$ cat config.mk
export PLATFORM = sky130hd
export DESIGN_NAME = alu_issue_stage
export DESIGN_NICKNAME = d
export VERILOG_FILES = /design/src/rtl/alu_issue_stage.sv
export SDC_FILE = /design/constraint.sdc
export NUM_CORES = 1
export LEC_CHECK = 0
export CAP_MARGIN = 20
export CORE_MARGIN = 4
export CORE_UTILIZATION = 50
export DETAILED_ROUTE_END_ITERATION = 12
export PLACE_DENSITY = 0.72
export SLEW_MARGIN = 20
export SYNTH_ARGS = -nofsm -noshare
export SYNTH_HDL_FRONTEND = slang
export SYNTH_SLANG_ARGS = --single-unit
$ cat constraint.sdc
create_clock -name clk -period 5.3 [get_ports clk]
set_input_delay 1.06 -clock clk [delete_from_list [all_inputs] [get_ports clk]]
set_output_delay 1.06 -clock clk [all_outputs]
set_load 0.02 [all_outputs]
$ cat src/rtl/alu_issue_stage.sv
// alu_issue_stage: execute-side issue/writeback stage around a combinational ALU.
// Instructions enter over valid/ready, read operands from an internal register
// file (with E/W forwarding), sit in E while the ALU works, and retire via W.
module alu_issue_stage #(
    parameter int          DATA_W     = 16,
    parameter int          NREGS      = 8,
    parameter int          RADDR_W    = 3,
    parameter int          MUL_LAT    = 2,
    parameter logic [3:0]  ALU_OP_MUL = 4'd5
) (
    input  logic               clk,
    input  logic               rst_n,
    // Handshake: an instruction transfers on a rising edge where in_valid and
    // in_ready are both 1 and flush is 0. in_ready never depends on in_valid.
    input  logic               in_valid,
    output logic               in_ready,
    input  logic [3:0]         in_op,
    input  logic [RADDR_W-1:0] in_rd,
    input  logic [RADDR_W-1:0] in_ra,
    input  logic [RADDR_W-1:0] in_rb,
    input  logic               in_use_imm,
    input  logic [DATA_W-1:0]  in_imm,
    input  logic               in_wen,
    input  logic               flush,
    output logic [DATA_W-1:0]  alu_a,
    output logic [DATA_W-1:0]  alu_b,
    output logic [3:0]         alu_op,
    input  logic [DATA_W-1:0]  alu_result,
    output logic               wb_valid,
    output logic               wb_we,
    output logic [RADDR_W-1:0] wb_rd,
    output logic [DATA_W-1:0]  wb_data,
    input  logic [RADDR_W-1:0] dbg_raddr,
    output logic [DATA_W-1:0]  dbg_rdata
);

    localparam int CNT_W = (MUL_LAT > 1) ? $clog2(MUL_LAT) : 1;
    localparam logic [CNT_W-1:0] CNT_LAST = CNT_W'(MUL_LAT - 1);

    // E stage
    logic               e_valid_q, e_valid_d;
    logic [3:0]         e_op_q, e_op_d;
    logic [DATA_W-1:0]  e_a_q, e_a_d;
    logic [DATA_W-1:0]  e_b_q, e_b_d;
    logic [RADDR_W-1:0] e_rd_q, e_rd_d;
    logic               e_wen_q, e_wen_d;
    logic [CNT_W-1:0]   mul_cnt_q, mul_cnt_d;
    // W stage
    logic               w_valid_q, w_valid_d;
    logic               w_wen_q, w_wen_d;
    logic [RADDR_W-1:0] w_rd_q, w_rd_d;
    logic [DATA_W-1:0]  w_data_q, w_data_d;
    // Register file
    logic [DATA_W-1:0]  regs_q [NREGS];
    logic [DATA_W-1:0]  regs_d [NREGS];

    logic e_is_mul, e_done, accept;
    logic [DATA_W-1:0] opnd_a, opnd_b;

    // Operand source selection: r0, then E result completing now, then W, then array.
    function automatic logic [DATA_W-1:0] read_src(
        input logic [RADDR_W-1:0] addr,
        input logic               e_fwd,
        input logic [RADDR_W-1:0] e_rd,
        input logic [DATA_W-1:0]  e_res,
        input logic               w_fwd,
        input logic [RADDR_W-1:0] w_rd,
        input logic [DATA_W-1:0]  w_data,
        input logic [DATA_W-1:0]  arr
    );
        if (addr == '0)                 return '0;
        else if (e_fwd && e_rd == addr) return e_res;
        else if (w_fwd && w_rd == addr) return w_data;
        else                            return arr;
    endfunction

    // Stall / completion / acceptance decode and operand reads.
    always_comb begin
        e_is_mul = (e_op_q == ALU_OP_MUL);
        e_done   = e_valid_q && (!e_is_mul || mul_cnt_q == CNT_LAST);
        // Held low in reset so nothing is offered a transfer it cannot make.
        in_ready = rst_n && !(e_valid_q && e_is_mul && mul_cnt_q != CNT_LAST);
        accept   = in_valid && in_ready && !flush;
        opnd_a   = read_src(in_ra, e_done && e_wen_q, e_rd_q, alu_result,
                            w_valid_q && w_wen_q, w_rd_q, w_data_q, regs_q[in_ra]);
        opnd_b   = in_use_imm ? in_imm
                 : read_src(in_rb, e_done && e_wen_q, e_rd_q, alu_result,
                            w_valid_q && w_wen_q, w_rd_q, w_data_q, regs_q[in_rb]);
    end

    // Next-state for E, the MUL counter, W and the register array.
    always_comb begin
        e_valid_d = e_valid_q;
        e_op_d    = e_op_q;
        e_a_d     = e_a_q;
        e_b_d     = e_b_q;
        e_rd_d    = e_rd_q;
        e_wen_d   = e_wen_q;
        mul_cnt_d = mul_cnt_q;
        w_valid_d = 1'b0;
        w_wen_d   = w_wen_q;
        w_rd_d    = w_rd_q;
        w_data_d  = w_data_q;
        regs_d    = regs_q;

        // A flushed E never reaches W, even if it would complete this cycle.
        if (e_done && !flush) begin
            w_valid_d = 1'b1;
            w_wen_d   = e_wen_q;
            w_rd_d    = e_rd_q;
            w_data_d  = alu_result;
        end

        if (flush) begin
            e_valid_d = 1'b0;
            mul_cnt_d = '0;
        end else if (accept) begin
            e_valid_d = 1'b1;
            e_op_d    = in_op;
            e_a_d     = opnd_a;
            e_b_d     = opnd_b;
            e_rd_d    = in_rd;
            e_wen_d   = in_wen;
            mul_cnt_d = '0;
        end else if (e_done) begin
            // Operands stay on the ALU inputs; only the valid drops.
            e_valid_d = 1'b0;
            mul_cnt_d = '0;
        end else if (e_valid_q && e_is_mul) begin
            mul_cnt_d = mul_cnt_q + 1'b1;
        end

        if (w_valid_q && w_wen_q && w_rd_q != '0) begin
            regs_d[w_rd_q] = w_data_q;
        end
    end

    // State registers with asynchronous active-low reset.
    always_ff @(posedge clk or negedge rst_n) begin
        if (!rst_n) begin
            e_valid_q <= 1'b0;
            e_op_q    <= '0;
            e_a_q     <= '0;
            e_b_q     <= '0;
            e_rd_q    <= '0;
            e_wen_q   <= 1'b0;
            mul_cnt_q <= '0;
            w_valid_q <= 1'b0;
            w_wen_q   <= 1'b0;
            w_rd_q    <= '0;
            w_data_q  <= '0;
            for (int i = 0; i < NREGS; i++) regs_q[i] <= '0;
        end else begin
            e_valid_q <= e_valid_d;
            e_op_q    <= e_op_d;
            e_a_q     <= e_a_d;
            e_b_q     <= e_b_d;
            e_rd_q    <= e_rd_d;
            e_wen_q   <= e_wen_d;
            mul_cnt_q <= mul_cnt_d;
            w_valid_q <= w_valid_d;
            w_wen_q   <= w_wen_d;
            w_rd_q    <= w_rd_d;
            w_data_q  <= w_data_d;
            for (int i = 0; i < NREGS; i++) regs_q[i] <= regs_d[i];
        end
    end

    // Output wiring; debug port reads the array without forwarding.
    always_comb begin
        alu_a     = e_a_q;
        alu_b     = e_b_q;
        alu_op    = e_op_q;
        wb_valid  = w_valid_q;
        wb_we     = w_valid_q && w_wen_q;
        wb_rd     = w_rd_q;
        wb_data   = w_data_q;
        dbg_rdata = regs_q[dbg_raddr];
    end

endmodule

Yosys cells after proc, flatten, opt, wreduce, memory -nomap -nowiden. Cells that the tools add are included.

Bits in registers: 191. Output and inout port bits: 74. Logic and storage cells: 88.

Add/sub/neg operators: 1. $lt $le $gt $ge: 5. Eq/ne operators: 5. Multiplexer cells: 27. Bitwise operators: 6. Reductions and logical operators: 25.

Operators with widths (number): $mux 16 (14); $bmux 16 s3 (3); $bwmux 128 (1); $demux 16 s3 (1); $ge 4x4->1 const B (4); $not 3->4 (4); $logic_and 1x1->1 (15); $eq 3x3->1 (4); $mux 1 (8); $logic_not 3->1 (2); $reduce_bool 3->1 (2); $eq 4x3->1 const B (1); $lt 4x1->1 const B (1); $reduce_bool 4->1 (1); $logic_not 1->1 (3); $not 1->1 (2); $reduce_and 2->1 (1); $add 1x1->1 const B (1); $logic_or 1x1->1 (1).

Logic depth before layout (Yosys ltp). Gate-level depths: netlist of the first run.

Depth after elaboration: 9. Depth in mapped cells: 9. Mapped depth without buffers: 6.

Least setup slack after synthesis of the first run. OpenSTA, ideal clock, no wires.

Path kind: input port to output port. Start point: input dbg_raddr[0]. End point: output dbg_rdata[0]. Arrival time: 2.421 ns. Path slack: 1.819 ns. Stages: 4. Path buffers: 2. Cell sequence: clkbuf_1 -> buf_2 -> mux4_2 -> mux2_2.

Longest elaborated chain between the ends: 4.

RTL lines: from (decl) (RTL line 33) `input logic [RADDR_W-1:0] dbg_raddr,`; $not 3->4 (implied by the code) (RTL line 178) `dbg_rdata = regs_q[dbg_raddr];`; $bmux 16 s3 (RTL line 178); $mux 16 (implied by the code) (2 in series) (RTL line 178); to (decl) (RTL line 34) `output logic [DATA_W-1:0] dbg_rdata`.

Every way passes these cells. The select of a mux whose other input is x is not followed.

Worst setup path in the final report of the first run.
Start point: input dbg_raddr[2]. End point: output dbg_rdata[14].

Same word-level chain as after synthesis.

==> flow_summary_export.csv, run 1 <==
group,metric,value,unit
placement,dp.cells,1187,
sta,finalCritPeriodShare,80.5,%
synthesis,synth_ff_type,"dfrtp_1",
sta,max_freq,234,MHz
setup_path,worst_path_most_repeated_cell,"clkdlybuf4s50_1",
sta,worst-slew-pin-transition,1170,ps
sta,fin_tns_setup,0,ps
synthesis,synthCells,860,
sta,hold_slack,418,ps
synthesis,synthTopCellsByCount,"191 x dfrtp_1, 149 x mux2_2, 79 x nand2_1",
floorplan,initial_core_util,50.9,%
routing,ant_nets,0,
routing,wl_per_cell,24.2,µm
cts,cts_root_buf,"clkbuf_16",
placement,dp_hpwl,20200,µm
cts,cts_buffers,17,
routing,routed_wl,29500,µm
layout,drive_above_1_share,32.4,%
cts,numClockSinks,191,
setup_path,crit_slowest_cell,"clkdlybuf4s50_1",
status,outcome,"completed",
floorplan,core_area,21800,µm²
cts,htree_levels,4,
layout,final_nets,980,
layout,postLayoutCoreUtil,59.5,%
routing,num_vias,7709,
cts,clk_latency,430,ps
global_route,overflow,0,
flow_run,drv_cap,0,
routing,avgViaCountPerCell,6.32,
synthesis,synthDistinctLibCells,49,
synthesis,synth_warnings,0,
setup_path,crit_type,"in2out",
cts,cts_tree,"yes",
synthesis,async_flop_share,100,%
global_route,grt_max_degree,77,
cts,cts_hold_buf,0,
layout,nFillCells,1701,
power,power,4.16,mW
setup_path,arrival,3200,ps
cts,cts_setup_buffers,0,
sta,fin_crit,4260,ps
layout,multi_input_area,5780,µm²
layout,instances_no_fill,1219,
power,irDropWorstVdd,0.000142,V
sta,slew_violations,0,
floorplan,dieHeight,157,µm
sta,hold_violations,0,
routing,drt_iter0_drc,883,
synthesis,synth_top_cell_by_area,"dfrtp_1",
synthesis,ys_seq_area_share,43.0,%
sta,rsz0062_at_grt,"false",
sta,setup_viol,0,
power,p_per_area,320,nW/µm²
placement,routabilityCongestion,0.834,
routing,drtPass1Iterations,7,
global_route,antenna_found_initial,0,
cts,clkTransAtPathRegs,70,ps
synthesis,synthesis.nets,914,
floorplan,die-width,157,µm
synthesis,synth_most_common_cell,"dfrtp_1",
setup_path,crit_path_max_fanout,9,
worst_hold_path,hold_class,"reg2reg",
routing,drc,0,
floorplan,dieArea,24700,µm²
power,power.leakage,5.74,nW
synthesis,avgSynthCellArea,12.9,µm²
floorplan,io_pins,128,
layout,seq_area,4780,µm²
synthesis,synth-edff-count,0,
setup_path,crit_chain,"clkdlybuf4s50_1 -> buf_4 -> mux2_2 -> clkdlybuf4s50_1",
sta,fin_worst_skew,9.11,ps
synthesis,ys_seq_elements,191,
setup_path,worstSetupStartpointType,"input port",
setup_path,cp_slowest_stage_delay,860,ps
floorplan,row_count,54,
cts,clock_path_buffers,2,
placement,port_buffers,127,
synthesis,synth.area.top_cells,"dfrtp_1 43%, mux4_2 16%, mux2_2 15%, mux2i_1 4.2%, nand2_1 2.7%",
layout,antennaDiodeCount,0,
cts,post_cts_resized,0,
global_route,grt_usage,24.2,%
synthesis,yosysTopAreaCellShare,43.0,%
synthesis,synth_area,11100,µm²
global_route,grt_pass1_wl,46100,µm
setup_path,crit_path_end_kind,"output port",
setup_path,required,4240,ps
layout,syn2layout_area_growth,17.0,%
sta,timing.slew.headroom,22.2,%
global_route,grt_pass1_vias,7739,
-- worst max-delay path, delay by kind of cell --
family | cells | cell delay [ps]
mux | 1 | 360
buf+inv | 3 | 1770
-- layout make-up --
class | count | area share [%]
clock buffer | 20 | 3.44
tap | 280 | 2.70
timing repair buffer | 149 | 11.0
inverter | 4 | 0.116
sequential | 191 | 36.8
multi-input combinational | 563 | 44.5
clock inverter | 12 | 1.40
-- power by group --
| group | internal [mW] | switching [mW] | leakage [nW] |
|---|---|---|---|
| clock | 0.808 | 0.576 | 0.305 |
| sequential | 1.62 | 0.258 | 2.56 |
| combinational | 0.487 | 0.411 | 2.88 |
-- layer usage --
metal	GRT usage (%)	up-vias	routed length, µm
li1	-	3366	-
met1	37.1	3959	13300
met2	36.8	360	13500
met3	4.45	24	2460
met4	4.83	0	325
met5	0	-	0
-- sequential cells by signal, indices dropped and copies added (netlist names) --
| register | cells |
|---|---|
| wb_valid | 1 |
| wb_rd | 3 |
| mul_cnt_q | 1 |
| alu_op | 4 |
| e_wen_q | 1 |
| wb_data | 16 |
| e_rd_q | 3 |
| alu_a | 16 |
| w_wen_q | 1 |
| e_valid_q | 1 |
| alu_b | 16 |
| regs_q | 128 |
-- kinds of logic after synthesis --
logic type	Yosys count	synth area share (%)
buf+inv	106	5.28
flops	191	43.0
xor+xnor	12	0.946
mux	276	35.5
compound gates	122	8.66
simple gates	153	6.53
-- worst paths after layout --
kind | cells after the start | from | endpoint | slack (ps)
max in group asynchronous | 3 | rst_n | regs_q[54] | 2600
min reg2reg | 0 | regs_q[117] | regs_q[117] | 420
min | 0 | regs_q[117] | regs_q[117] | 420
max | 4 | dbg_raddr[2] | dbg_rdata[14] | 1040
max reg2reg | 3 | wb_rd[1] | regs_q[11] | 2970
min in group asynchronous | 1 | rst_n | e_wen_q | 580
-- per-stage QoR --
step | setup slack [ps] | instance area [µm²]
final | 1040 | 13000
after CTS | 1010 | 13000
after floorplan | 1820 | 11100
after detailed placement | 1020 | 12400
after global placement | 1030 | 12300
after global routing | 893 | 13000
-- layout by cell type, fill, tap and decap left out, types with 3 or more instances in the layout --
cell type        instances
nor2_2                   3
nor2b_1                 15
o221ai_2                 5
nand2b_1                 3
bufinv_16                4
mux2i_1                 47
a21oi_1                 18
mux4_2                  77
buf_4                   21
nand4_1                  3
buf_2                    3
inv_6                    3
nand2_1                 79
mux2_2                 149
clkbuf_16               17
o21ai_0                 18
inv_1                    3
clkdlybuf4s50_1        123
a311oi_1                15
xnor2_1                 12
dfrtp_1                191
o221ai_1                26
a221o_1                 16
nor2_1                  33
nor3_4                   3
a21o_1                  15
No activity file was read; power rests on OpenSTA's default activity.
==> run 2, diff against run 1 <==
--- a/config.mk
+++ b/config.mk
@@ -9,7 +9,7 @@
 export CORE_MARGIN = 4
 export CORE_UTILIZATION = 50
 export DETAILED_ROUTE_END_ITERATION = 12
-export PLACE_DENSITY = 0.72
+export PLACE_DENSITY = 0.75
 export SLEW_MARGIN = 20
 export SYNTH_ARGS = -nofsm -noshare
 export SYNTH_HDL_FRONTEND = slang
==> constraint.sdc (replaced) <==
create_clock -name clk -period 3.75 [get_ports clk]
set_input_delay 0.75 -clock clk [delete_from_list [all_inputs] [get_ports clk]]
set_output_delay 0.75 -clock clk [all_outputs]
set_load 0.02 [all_outputs]
==> run 2 against run 1 <==
Worst hold slack worse by 220 ps; via count shrank 0.58%; core utilization grew 0.19 points; wire length shrank 3.2%; clock-buffer cell count increased by 3; sequential share of layout area fell by 0.12 points; clock skew decreased by 1.5 ps; global-route usage shrank 0.77 points; critical path depth rose by 1; clock power increased by 28%; design area is 0.33% higher; die area unchanged; critical path type unchanged.
==> flow_summary_export.csv, run 2 (synthesis results as in run 1) <==
group,metric,value,unit
setup_path,crit_type,"in2out",
placement,dp.cells,1193,
setup_path,timing.critical_path.buf_inv,3,
floorplan,die-width,157,µm
sta,max_freq,288,MHz
setup_path,crit_slowest_cell,"clkdlybuf4s50_1",
setup_path,crit_path_max_fanout,32,
cts,cts_setup_buffers,0,
floorplan,dieHeight,157,µm
placement,dp_hpwl,19300,µm
routing,avgViaCountPerCell,6.27,
placement,port_buffers,127,
sta,fin_tns_setup,0,ps
power,power,5.70,mW
power,irDropWorstVdd,0.000256,V
routing,drt_iter0_drc,752,
placement,preCtsSetupSlack,280,ps
layout,drive_above_1_share,32.5,%
cts,clkTransAtPathRegs,60,ps
routing,drtPass1Iterations,5,
setup_path,crit_chain,"clkdlybuf4s50_1 -> buf_12 -> mux4_2 -> mux2_2 -> clkdlybuf4s50_1",
cts,cts_hold_buf,0,
setup_path,worst_path_most_repeated_cell,"clkdlybuf4s50_1",
setup_path,required,3000,ps
global_route,antenna_found_initial,0,
routing,wl_per_cell,23.4,µm
setup_path,worstSetupStartpointType,"input port",
cts,numClockSinks,191,
floorplan,initial_core_util,50.9,%
sta,fin_worst_skew,7.56,ps
worst_hold_path,hold_class,"in2async",
global_route,grt_pass1_wl,44900,µm
routing,drc,0,
layout,regMostFlops,"regs_q",
placement,postPlaceCellArea,12500,µm²
layout,instances_no_fill,1222,
cts,clock_path_buffers,2,
setup_path,cp_top_family,"buffers and inverters",
global_route,grt_pass1_vias,7683,
routing,routed_wl,28600,µm
flow_run,drv_cap,0,
sta,hold_slack,194,ps
status,outcome,"completed",
layout,fin_area,13000,µm²
sta,worst-slew-pin-transition,1180,ps
setup_path,cp_slowest_stage_delay,600,ps
routing,ant_nets,0,
floorplan,io_pins,128,
sta,setup_viol,0,
floorplan,core_area,21800,µm²
layout,final_nets,986,
cts,htree_levels,4,
sta,rsz0062_at_grt,"false",
power,p_per_area,437,nW/µm²
global_route,overflow,0,
sta,setup_ws,277,ps
sta,slew_violations,0,
setup_path,arrival,2720,ps
global_route,grt_usage,23.4,%
setup_path,crit_path_end_kind,"output port",
floorplan,row_count,54,
placement,routabilityCongestion,0.831,
sta,timing.slew.headroom,21.0,%
power,power.leakage,5.77,nW
cts,post_cts_resized,0,
layout,layout_common_cells,"191 x dfrtp_1, 149 x mux2_2, 123 x clkdlybuf4s50_1",
cts,cts_root_buf,"clkbuf_16",
sta,fin_crit,3470,ps
layout,largest_register_ffs,128,
sta,hold_violations,0,
sta,finalCritPeriodShare,92.6,%
layout,syn2layout_area_growth,17.3,%
routing,num_vias,7664,
cts,cts_buffers,17,
layout,antennaDiodeCount,0,
floorplan,dieArea,24700,µm²
layout,postLayoutCoreUtil,59.7,%
layout,final_common_cell,"dfrtp_1",
cts,clk_latency,420,ps
global_route,grt_max_degree,153,
cts,cts_tree,"yes",
## run 2: layout make-up
class                      count  area (µm²)
clock inverter                 6        85.1
tap                          280         350
inverter                       4        15.0
sequential                   191        4780
fill                        1680        8790
clock buffer                  23         478
multi-input combinational    563        5770
timing repair buffer         155        1550
## run 2: final timing paths
kind                               from            to  slack [ps]  cells after the start
setup reg to reg               wb_rd[1]    regs_q[27]        1460                      3
max in group asynchronous         rst_n    regs_q[22]        2480                      2
setup / recovery           dbg_raddr[1]  dbg_rdata[4]         280                      5
hold reg to reg             regs_q[121]   regs_q[121]         420                      0
min in group clk            regs_q[121]   regs_q[121]         420                      0
hold / removal                    rst_n      alu_b[7]         190                      1
## run 2: routing by layer
metal  share of wire, %  wire length (µm)  track usage [%]
met4                1.5               437             5.74
met2                 47             13600             36.8
met1                 43             12400             34.0
met3                7.6              2160             4.76
met5                  0                 0                0
## run 2: report_power, final
part / internal, mW / switching [mW]
combinational: 0.697 / 0.576
sequential: 2.29 / 0.361
clock: 1.02 / 0.750
==> run 3, diff against run 2 <==
--- a/config.mk
+++ b/config.mk
@@ -6,10 +6,12 @@
 export NUM_CORES = 1
 export LEC_CHECK = 0
 export CAP_MARGIN = 20
+export CELL_PAD_IN_SITES_DETAIL_PLACEMENT = 1
+export CELL_PAD_IN_SITES_GLOBAL_PLACEMENT = 1
 export CORE_MARGIN = 4
-export CORE_UTILIZATION = 50
+export CORE_UTILIZATION = 42
 export DETAILED_ROUTE_END_ITERATION = 12
-export PLACE_DENSITY = 0.75
+export PLACE_DENSITY_LB_ADDON = 0.1
 export SLEW_MARGIN = 20
 export SYNTH_ARGS = -nofsm -noshare
 export SYNTH_HDL_FRONTEND = slang
==> run 3 against run 2 <==
Final cell count grew 4.9%; worst hold slack got worse by 80 ps; setup slack improved by 1.2 ps; register-to-register slack about the same; sequential share of layout area down 0.22 points; largest cell class unchanged.
==> flow_summary_export.csv, run 3 (synthesis results as in run 1) <==
group,metric,value,unit
cts,cts_root_buf,"clkbuf_16",
placement,dp_hpwl,23200,µm
status,outcome,"completed",
setup_path,worst_path_most_repeated_cell,"clkdlybuf4s50_1",
routing,wl_per_cell,26.6,µm
cts,cts_hold_buf,0,
flow_run,drv_cap,0,
setup_path,crit_slowest_cell,"clkdlybuf4s50_1",
power,power.leakage,5.77,nW
placement,postPlaceCellArea,12500,µm²
cts,post_cts_resized,0,
global_route,grt_max_degree,90,
sta,slew_violations,0,
setup_path,r2r-start,"e_valid_q",
layout,syn2layout_area_growth,18.0,%
setup_path,cp_slowest_stage_delay,550,ps
layout,final_common_cell,"dfrtp_1",
sta,worst-slew-pin-transition,1140,ps
sta,finalCritPeriodShare,92.6,%
worst_hold_path,hold_class,"in2async",
layout,antennaDiodeCount,0,
floorplan,initial_core_util,42.6,%
layout,final_nets,990,
setup_path,worstSetupStartpointType,"input port",
routing,avgViaCountPerCell,6.07,
sta,setup_viol,0,
setup_path,startpoint,"dbg_raddr[1]",
setup_path,crit_chain,"clkdlybuf4s50_1 -> buf_12 -> mux4_2 -> mux2_2 -> clkdlybuf4s50_1",
cts,clkTransAtPathRegs,80,ps
cts,cts_buffers,17,
global_route,grt_usage,24.0,%
global_route,antenna_found_initial,0,
power,p_per_area,441,nW/µm²
setup_path,rrSetupSlack,1470,ps
sta,rsz0062_at_grt,"false",
floorplan,row_count,59,
setup_path,arrival,2720,ps
setup_path,timing.critical_path.buf_inv,3,
sta,fin_worst_skew,12.6,ps
global_route,grt_pass1_vias,8356,
setup_path,r2r-end,"alu_b[5]",
floorplan,dieArea,29100,µm²
sta,fin_tns_setup,0,ps
cts,clk_latency,440,ps
placement,port_buffers,127,
layout,nFillCells,2629,
sta,fin_crit,3470,ps
cts,htree_levels,4,
layout,layout_common_cells,"191 x dfrtp_1, 149 x mux2_2, 123 x clkdlybuf4s50_1",
sta,timing.slew.headroom,23.5,%
floorplan,core_area,26100,µm²
sta,hold_violations,0,
setup_path,required,3000,ps
setup_path,crit_path_end_kind,"output port",
setup_path,cp_top_family,"buffers and inverters",
sta,max_freq,288,MHz
power,irDropWorstVdd,0.000219,V
cts,clock_path_buffers,2,
setup_path,ff2ff_path_depth,5,
cts,cts_setup_buffers,0,
routing,drtPass1Iterations,5,
layout,largest_register_ffs,128,
cts,cts_tree,"yes",
setup_path,crit_path_max_fanout,32,
routing,ant_nets,0,
layout,regMostFlops,"regs_q",
floorplan,die-width,171,µm
floorplan,io_pins,128,
routing,drt_iter0_drc,561,
layout,fin_area,13100,µm²
global_route,overflow,0,
floorplan,dieHeight,171,µm
routing,num_vias,7786,
setup_path,crit_type,"in2out",
routing,drc,0,
placement,routabilityCongestion,0.838,
layout,drive_above_1_share,32.9,%
cts,numClockSinks,191,
routing,routed_wl,34200,µm
global_route,grt_pass1_wl,53000,µm
[run 3: area by class of cell]
type	count	area, µm²	area share (%)
multi-input cells	563	5760	44.0
flip-flops and latches	191	4780	36.5
repair buffers	159	1570	12.0
clock buffers	22	474	3.62
well taps	335	419	3.20
clock inverters	8	82.6	0.630
inverters	4	15.0	0.115
[run 3: routing by layer]
metal | vias to the layer above | global-route usage [%] | share of wire (%) | wire length (µm)
met5 | - | 0 | 0 | 0
met4 | 0 | 5.97 | 1.3 | 428
met3 | 35 | 4.78 | 6.7 | 2300
met2 | 288 | 37.7 | 47 | 16000
met1 | 4075 | 34.4 | 45 | 15400
li1 | 3388 | - | - | -
[run 3: worst max path at each step]
stage | endpoint | slack (ps) | depth (start not counted)
floorplan | dbg_rdata[0] | 890 | 4
global placement | dbg_rdata[13] | 290 | 5
detailed placement | dbg_rdata[13] | 280 | 5
CTS | dbg_rdata[13] | 280 | 5
global route | dbg_rdata[13] | 240 | 5
finish | dbg_rdata[13] | 280 | 5
[run 3: per-stage QoR]
step / std cells / hold slack (ps) / worst slack (ps) / total power, mW / utilization [%]
2_1_floorplan: 860 / 454 / 889 / 3.37 / -
3_3_place_gp: 1251 / 393 / 294 / 3.94 / 48.1
3_5_place_dp: 1251 / 408 / 279 / 4.01 / 48.1
4_1_cts: 1281 / 96.4 / 276 / 5.82 / 50.2
5_1_grt: 1282 / 95.9 / 241 / 6.04 / 50.3
6_report: 1282 / 113 / 278 / 5.78 / 50.3
[run 3: power breakdown]
part	switching (mW)	total [mW]	internal [mW]
registers	0.387	2.67	2.29
logic	0.606	1.31	0.699
clock network	0.835	1.80	0.966
total	1.83	5.78	3.95
